## src/rtl/fp32_minmax_reduce.sv

```systemverilog
// Streaming fp32 max/min reduction with argmax/argmin index, beat count and NaN tracking.
// One combinational fp32 comparator sits between the input beat and the running-best register.

module fp32_cmp (
    input  logic [31:0] a,
    input  logic [31:0] b,
    output logic        gt,
    output logic        lt,
    output logic        unordered
);
    logic        w_a_nan;
    logic        w_b_nan;
    logic        w_eq;
    logic [31:0] w_key_a;
    logic [31:0] w_key_b;

    assign w_a_nan   = (&a[30:23]) && (|a[22:0]);
    assign w_b_nan   = (&b[30:23]) && (|b[22:0]);
    assign unordered = w_a_nan || w_b_nan;

    // Map IEEE bit patterns onto unsigned keys that sort in numeric order.
    assign w_key_a = a[31] ? ~a : {1'b1, a[30:0]};
    assign w_key_b = b[31] ? ~b : {1'b1, b[30:0]};

    // +0 and -0 compare equal even though their keys differ.
    assign w_eq = !unordered && ((a == b) || ((a[30:0] == 31'd0) && (b[30:0] == 31'd0)));
    assign gt   = !unordered && !w_eq && (w_key_a > w_key_b);
    assign lt   = !unordered && !w_eq && (w_key_a < w_key_b);
endmodule

module fp32_minmax_reduce #(
    parameter int CNT_W = 16
) (
    input  logic             clk,
    input  logic             rst_n,
    input  logic             cfg_mode,
    input  logic             in_valid,
    output logic             in_ready,
    input  logic [31:0]      in_data,
    input  logic             in_last,
    output logic             out_valid,
    input  logic             out_ready,
    output logic [31:0]      out_value,
    output logic [CNT_W-1:0] out_index,
    output logic [CNT_W-1:0] out_count,
    output logic             out_nan,
    output logic             out_sat
);
    localparam logic [CNT_W-1:0] CNT_MAX = {CNT_W{1'b1}};
    localparam logic [CNT_W-1:0] CNT_ONE = CNT_W'(1);
    localparam logic [31:0]      QNAN    = 32'h7FC0_0000;

    typedef enum logic [1:0] {
        S_IDLE,
        S_ACCUM,
        S_DONE
    } state_t;

    state_t           r_state;
    state_t           w_state_next;
    logic             r_mode;
    logic [31:0]      r_best;
    logic [CNT_W-1:0] r_idx;
    logic [CNT_W-1:0] r_cnt;
    logic             r_nan;
    logic             r_sat;

    logic             w_accept;
    logic             w_in_nan;
    logic             w_best_nan;
    logic             w_gt;
    logic             w_lt;
    logic             w_unord;
    logic             w_replace;
    logic [CNT_W-1:0] w_cnt_next;

    fp32_cmp u_cmp (
        .a         (in_data),
        .b         (r_best),
        .gt        (w_gt),
        .lt        (w_lt),
        .unordered (w_unord)
    );

    assign w_accept   = in_valid && in_ready;
    assign w_in_nan   = (&in_data[30:23]) && (|in_data[22:0]);
    assign w_best_nan = (&r_best[30:23]) && (|r_best[22:0]);
    assign w_cnt_next = (r_cnt == CNT_MAX) ? r_cnt : r_cnt + CNT_ONE;

    // Ties never replace, so the earliest of equal values keeps the index.
    assign w_replace = !w_in_nan &&
                       (w_best_nan || (!w_unord && (r_mode ? w_lt : w_gt)));

    // NOTE: sequential state uses non-blocking assignments so every register
    // samples pre-edge values, independent of statement order.
    always_ff @(posedge clk or negedge rst_n) begin
        if (!rst_n) begin
            r_state <= S_IDLE;
        end else begin
            r_state <= w_state_next;
        end
    end

    // NOTE: every output of this block gets a default first, so no path
    // through the case statement can leave a signal unassigned (latch).
    always_comb begin
        w_state_next = r_state;
        in_ready     = 1'b1;
        out_valid    = 1'b0;
        case (r_state)
            S_IDLE, S_ACCUM: begin
                if (w_accept) begin
                    w_state_next = in_last ? S_DONE : S_ACCUM;
                end
            end
            S_DONE: begin
                in_ready  = 1'b0;
                out_valid = 1'b1;
                if (out_ready) begin
                    w_state_next = S_IDLE;
                end
            end
            default: w_state_next = S_IDLE;
        endcase
    end

    always_ff @(posedge clk or negedge rst_n) begin
        if (!rst_n) begin
            r_mode <= 1'b0;
            r_best <= 32'd0;
            r_idx  <= '0;
            r_cnt  <= '0;
            r_nan  <= 1'b0;
            r_sat  <= 1'b0;
        end else if (w_accept) begin
            if (r_state == S_IDLE) begin
                r_mode <= cfg_mode;
                r_best <= in_data;
                r_idx  <= '0;
                r_cnt  <= CNT_ONE;
                r_nan  <= w_in_nan;
                r_sat  <= (CNT_ONE == CNT_MAX);
            end else begin
                r_cnt <= w_cnt_next;
                if (w_cnt_next == CNT_MAX) begin
                    r_sat <= 1'b1;
                end
                if (w_in_nan) begin
                    r_nan <= 1'b1;
                end
                // Once saturated r_cnt is all-ones, which is the stored index.
                if (w_replace) begin
                    r_best <= in_data;
                    r_idx  <= r_cnt;
                end
            end
        end
    end

    assign out_value = w_best_nan ? QNAN : r_best;
    assign out_index = w_best_nan ? '0 : r_idx;
    assign out_count = r_cnt;
    assign out_nan   = r_nan;
    assign out_sat   = r_sat;
endmodule

```

## config.mk

```make
export PLATFORM = sky130hd
export DESIGN_NAME = fp32_minmax_reduce
export DESIGN_NICKNAME = d
export VERILOG_FILES = /design/src/rtl/fp32_minmax_reduce.sv
export SDC_FILE = /design/constraint.sdc
export NUM_CORES = 1
export LEC_CHECK = 0
export CAP_MARGIN = 20
export CELL_PAD_IN_SITES_DETAIL_PLACEMENT = 0
export CELL_PAD_IN_SITES_GLOBAL_PLACEMENT = 1
export CORE_ASPECT_RATIO = 2
export CORE_MARGIN = 3
export CORE_UTILIZATION = 33
export DETAILED_ROUTE_END_ITERATION = 7
export PLACE_DENSITY_LB_ADDON = 0.1
export SLEW_MARGIN = 20
export SYNTH_ARGS = -nofsm -noshare
export SYNTH_HDL_FRONTEND = slang
export SYNTH_SLANG_ARGS = --single-unit
```

## constraint.sdc

```tcl
create_clock -name clk -period 4.15 [get_ports clk]
set_clock_uncertainty 0.15 [all_clocks]
set_input_delay 0.83 -clock clk [delete_from_list [all_inputs] [get_ports clk]]
set_output_delay 0.83 -clock clk [all_outputs]
set_load 0.02 [all_outputs]
```

==> impl.org <==
** Critical path
- Reg-to-reg critical path endpoint :: r_best[8]$_DFFE_PN0P_
- CP startpoint kind :: input port
- Classification of the worst setup path :: input port to flop
- Worst endpoint required time :: ~4.2 ns
- The cell family contributing the most delay on the critical path is compound AO/OA/AOI/OAI gates.
- The setup check on the worst reg-to-reg path leaves a slack of 0.70 ns.
- Of all nets on the critical path, the largest fanout is 33.
- In this run the critical register-to-register path is launched from r_best[31]$_DFFE_PN0P_.
- On the worst path, the slowest cell contributes a delay of approximately 0.50 ns.
- Data on the critical path arrives at its endpoint at 3.85 ns.
- STA classifies the critical path endpoint as a flop.
- Number of cells on the worst reg-to-reg path :: 10
- The critical path contains buffers and inverters numbering 2 combined.
- Slowest stage cell, crit path :: clkdlybuf4s50_1
- List of cells traversed by the critical path :: clkdlybuf4s50_1 > xor2_1 > ha_1 > nand4_1 > a2111oi_2 > o31ai_1 > a211o_2 > a31oi_4 > buf_12 > mux2_2

** Logic synthesis
- XOR/XNOR share of the synthesized area :: between 10% and 20%
- Netlist Area Pre-Place :: between 5000 and 6000 um^2
- Counting flops with an async set or reset pin after synthesis yields a share of 100%.
- A synthesized cell averages 9.45 um^2.
- Syn Inst Count :: between 500 and 600
- Mux contribution to synthesized area :: roughly 7.3%
- Count of flip-flops with a built-in enable after synthesis :: 0
- For this run, the leading register cell type out of synthesis is dfrtp_1.
- Cell taking the most area after synthesis :: dfrtp_1
- The synthesized design devotes to its leading area cell type between 30% and 40% of total area.
- Number of warnings reported in the yosys synthesis log :: 0
- Summing the areas of all compound-gate instances in the mapped netlist gives between 10 and 15% of the synthesized area.
- After synthesis the netlist holds a flip-flop and latch count of 69.
- Sequential share of the synthesized area :: roughly 33%
- When the netlist entered floorplanning its net count stood at around 630.
- Largest family of logic cells by synthesized area :: simple AND/OR/NAND/NOR gates
- After Yosys synthesis, and, or, nand and nor cells account for 18.8% of the synthesized area.
- Of the total synthesized cell area, the portion taken by full adders, half adders and majority gates is 7.83%.
- Main area contributors after synthesis :: dfrtp_1, xnor2_1, ha_1
- Count of unique library cells instantiated by Yosys :: 55

** Run status
- The run finished with clean final reports.

** Job
- Total of max-cap violations :: 0

** Floorplan
- Measured along the x axis, the die boundary spans 95.4 um.
- Die Height :: approximately 180 um
- Starting utilization of the core area :: 34.1%
- In this run the core area contains 64 standard-cell rows.
- between 100 and 150 I/O pins were placed.
- The die covers about 18000 um^2.
- Core box area :: 15500 um^2

** Routing
- Wires add up to approximately 18000 um.
- The first TritonRoute pass finished after 4 iterations.
- The first routing iteration left between 100 and 150 violations.
- In the final routed layout, each cell accounts on average for just over 20 um.
- DR vias :: about 4700
- Routed vias/inst :: 5.36
- DRC violations left :: 0
- Antenna viol nets, final :: 0

** Global routing
- Antenna violations before repair :: 0
- The number of global-route vias before repair came to between 5000 and 6000.
- For this run, the total global-route usage over all layers was measured as a little over a fifth.
- After global routing the overflow that remains totals 0.
- For met2 alone, demand over resource in global routing was between 40% and 50%.
- For this run, global-route usage on met1 was measured as between 20 and 25%.
- Entering global routing, the biggest net connects 37 pins.
- The first global-routing pass estimated about 28000 um of wire.
- The layer flagged by global routing as most heavily used is met2.
- Met3 routing resource usage after global routing :: 2.03%

** Hold path
- Tightest Hold Check Type :: input port to async pin

** Finish
- Syn-to-layout area delta :: 33.3%
- Filler Cells Inserted :: between 1500 and 2000
- Number of nets at the end of the flow :: about 750
- Count of antenna diodes in the layout :: 0
- After the flow finishes, the layout carries non-filler instances totaling 880.
- Of the cells placed in the final design, the portion with a size suffix greater than 1 is between 10% and 20%.

** Clock tree
- Clock latency on the worst-skew pair :: between 0.3 and 0.4 ns
- Quantity of gates resized following cts :: 0
- Number of buffers inserted by post-CTS setup repair :: 0
- Max H-tree Level :: 3
- After clock tree synthesis, the clock-pin slew on the worst setup and hold paths is roughly 0.060 ns.
- Clock Path Buffers :: 2
- Cts-stage hold buffer count :: 0
- Inserted Clock Buffers :: 9
- TritonCTS built the clock tree.
- Clock tree synthesis selected as its root buffer the cell clkbuf_16.
- Clock tree synthesis found a total of 69 sinks.

** Power and ir drop
- The design draws 4650 uW.
- Static Leak :: about 0.0028 uW
- Dividing total power by cell area gives a power density of 661 nW/um^2.
- The worst-case IR drop observed on VDD is 0.218 mV.

** Timing
- Final-report hold violation count :: 0
- Adding up every negative setup slack in the final design gives 0 ns.
- Final Setup Violations :: 0
- Setup repair after global routing left no endpoint under its margin.
- Derived from the worst setup path, the maximum achievable clock frequency is roughly 0.26 GHz.
- For the pin with the worst max-slew slack, the measured transition is 0.830 ns.
- Tmin final :: between 3 and 4 ns
- Headroom to the max-slew limit came out at 44.2%.
- The final-report max-slew violation count is 0.
- In the finished design, the share of the clock period the worst path needs comes to between 90% and 100%.

** Placement
- At the end of routability-driven placement, the weighted congestion stood at approximately 0.89.
- Post-Place Cells :: 865
- Detailed Place HPWL :: approximately 14000 um
- Input and output buffers added on the ports amount to ~110.
## placed cells by master (no fill, tap or decap), types with 4 or more instances in the layout
cell / n
nand2_1: 32
mux2_4: 4
a21oi_1: 22
clkdlybuf4s50_1: 103
nand3_1: 15
nor2b_1: 10
inv_1: 5
nor2_1: 19
a31oi_1: 4
nor3_1: 7
a22o_1: 18
clkbuf_16: 9
mux2_2: 29
o31ai_1: 5
dfrtp_1: 69
xnor2_1: 64
and2_1: 32
xor2_1: 31
and3_1: 5
nand4_1: 29
o21ai_0: 28
ha_1: 33
buf_4: 40
nor4_1: 18
## flip-flops by register name (all words and copies together), names as in the netlist
name / flops
r_best: 32
r_mode: 1
r_state: 2
out_count: 16
r_idx: 16
out_nan: 1
out_sat: 1
## cell families after synthesis
group,after synthesis
simple gates,178
compound gates,106
xor+xnor,95
flops,69
buf+inv,44
mux,33
fa+ha+maj,33
## report_power, final
part	switching, uW	total, uW	leakage [uW]	internal, uW
registers	356	1210	0.000882	858
clock network	301	762	0.000141	462
logic	1340	2670	0.00176	1330
## metrics by stage
step	setup WS [ns]	hold WS [ns]	utilization, %	instance area (um^2)
after floorplan	0.199	0.296	-	5280
after global placement	0.114	0.317	43.6	6740
after detailed placement	0.0394	0.323	43.6	6740
after CTS	0.387	0.267	45.5	7030
after global routing	0.279	0.285	45.5	7030
final	0.365	0.269	45.5	7030
## area by class of cell
type	instances	area [um^2]	area share, %
Inverter	5	18.8	0.267
Sequential cell	69	1730	24.6
Timing Repair Buffer	148	1400	19.9
Multi-Input combinational cell	445	3350	47.6
Tap cell	198	248	3.52
Clock buffer	9	225	3.20
Clock inverter	6	65.1	0.925
## cell usage after synthesis, drive strengths merged (2+ instances only)
cell type and number:
o21ai 30, o22ai 2, a21oi 22, o31ai 5, nor2b 10, o41ai 3
nor2 20, xor2 31, nor4 21, nor3b 2, a31oi 5, a41oi 2
o21a 3, nor3 7, dfrtp 69, buf 18, xnor2 64, nand4 30
a22o 18, inv 5, and3 5, a21o 3, mux2 33, ha 33
clkbuf 21, nand3 15, and2 32, o211ai 2, nand2 32
## per-layer routing
metal  wire length, um  vias to the layer above
li1                  -                     2273
met4               860                        0
met3               431                       39
met5                 0                        -
met2             10600                      112
met1              6090                     2291
## worst max-delay path by stage
| stage | start | endpoint | depth (start not counted) |
|---|---|---|---|
| detailed placement | in_data[18] | r_best[15]$_DFFE_PN0P_ | 11 |
| global placement | in_data[18] | r_best[13]$_DFFE_PN0P_ | 11 |
| floorplan | in_data[31] | r_best[28]$_DFFE_PN0P_ | 13 |
| global route | in_data[11] | r_best[8]$_DFFE_PN0P_ | 11 |
| finish | in_data[12] | r_best[8]$_DFFE_PN0P_ | 10 |
| CTS | in_data[18] | r_best[5]$_DFFE_PN0P_ | 11 |
## worst register-to-register path, cell delays in order (launching register included)
cell and delay [ns]:
dfrtp_1 0.39, buf_12 0.20, xnor2_1 0.19, ha_1 0.31, nand4_1 0.29, a2111oi_2 0.47
o31ai_1 0.12, a211o_2 0.35, a31oi_4 0.23, buf_12 0.25, mux2_2 0.38
Power figures use the tool's default switching activity.
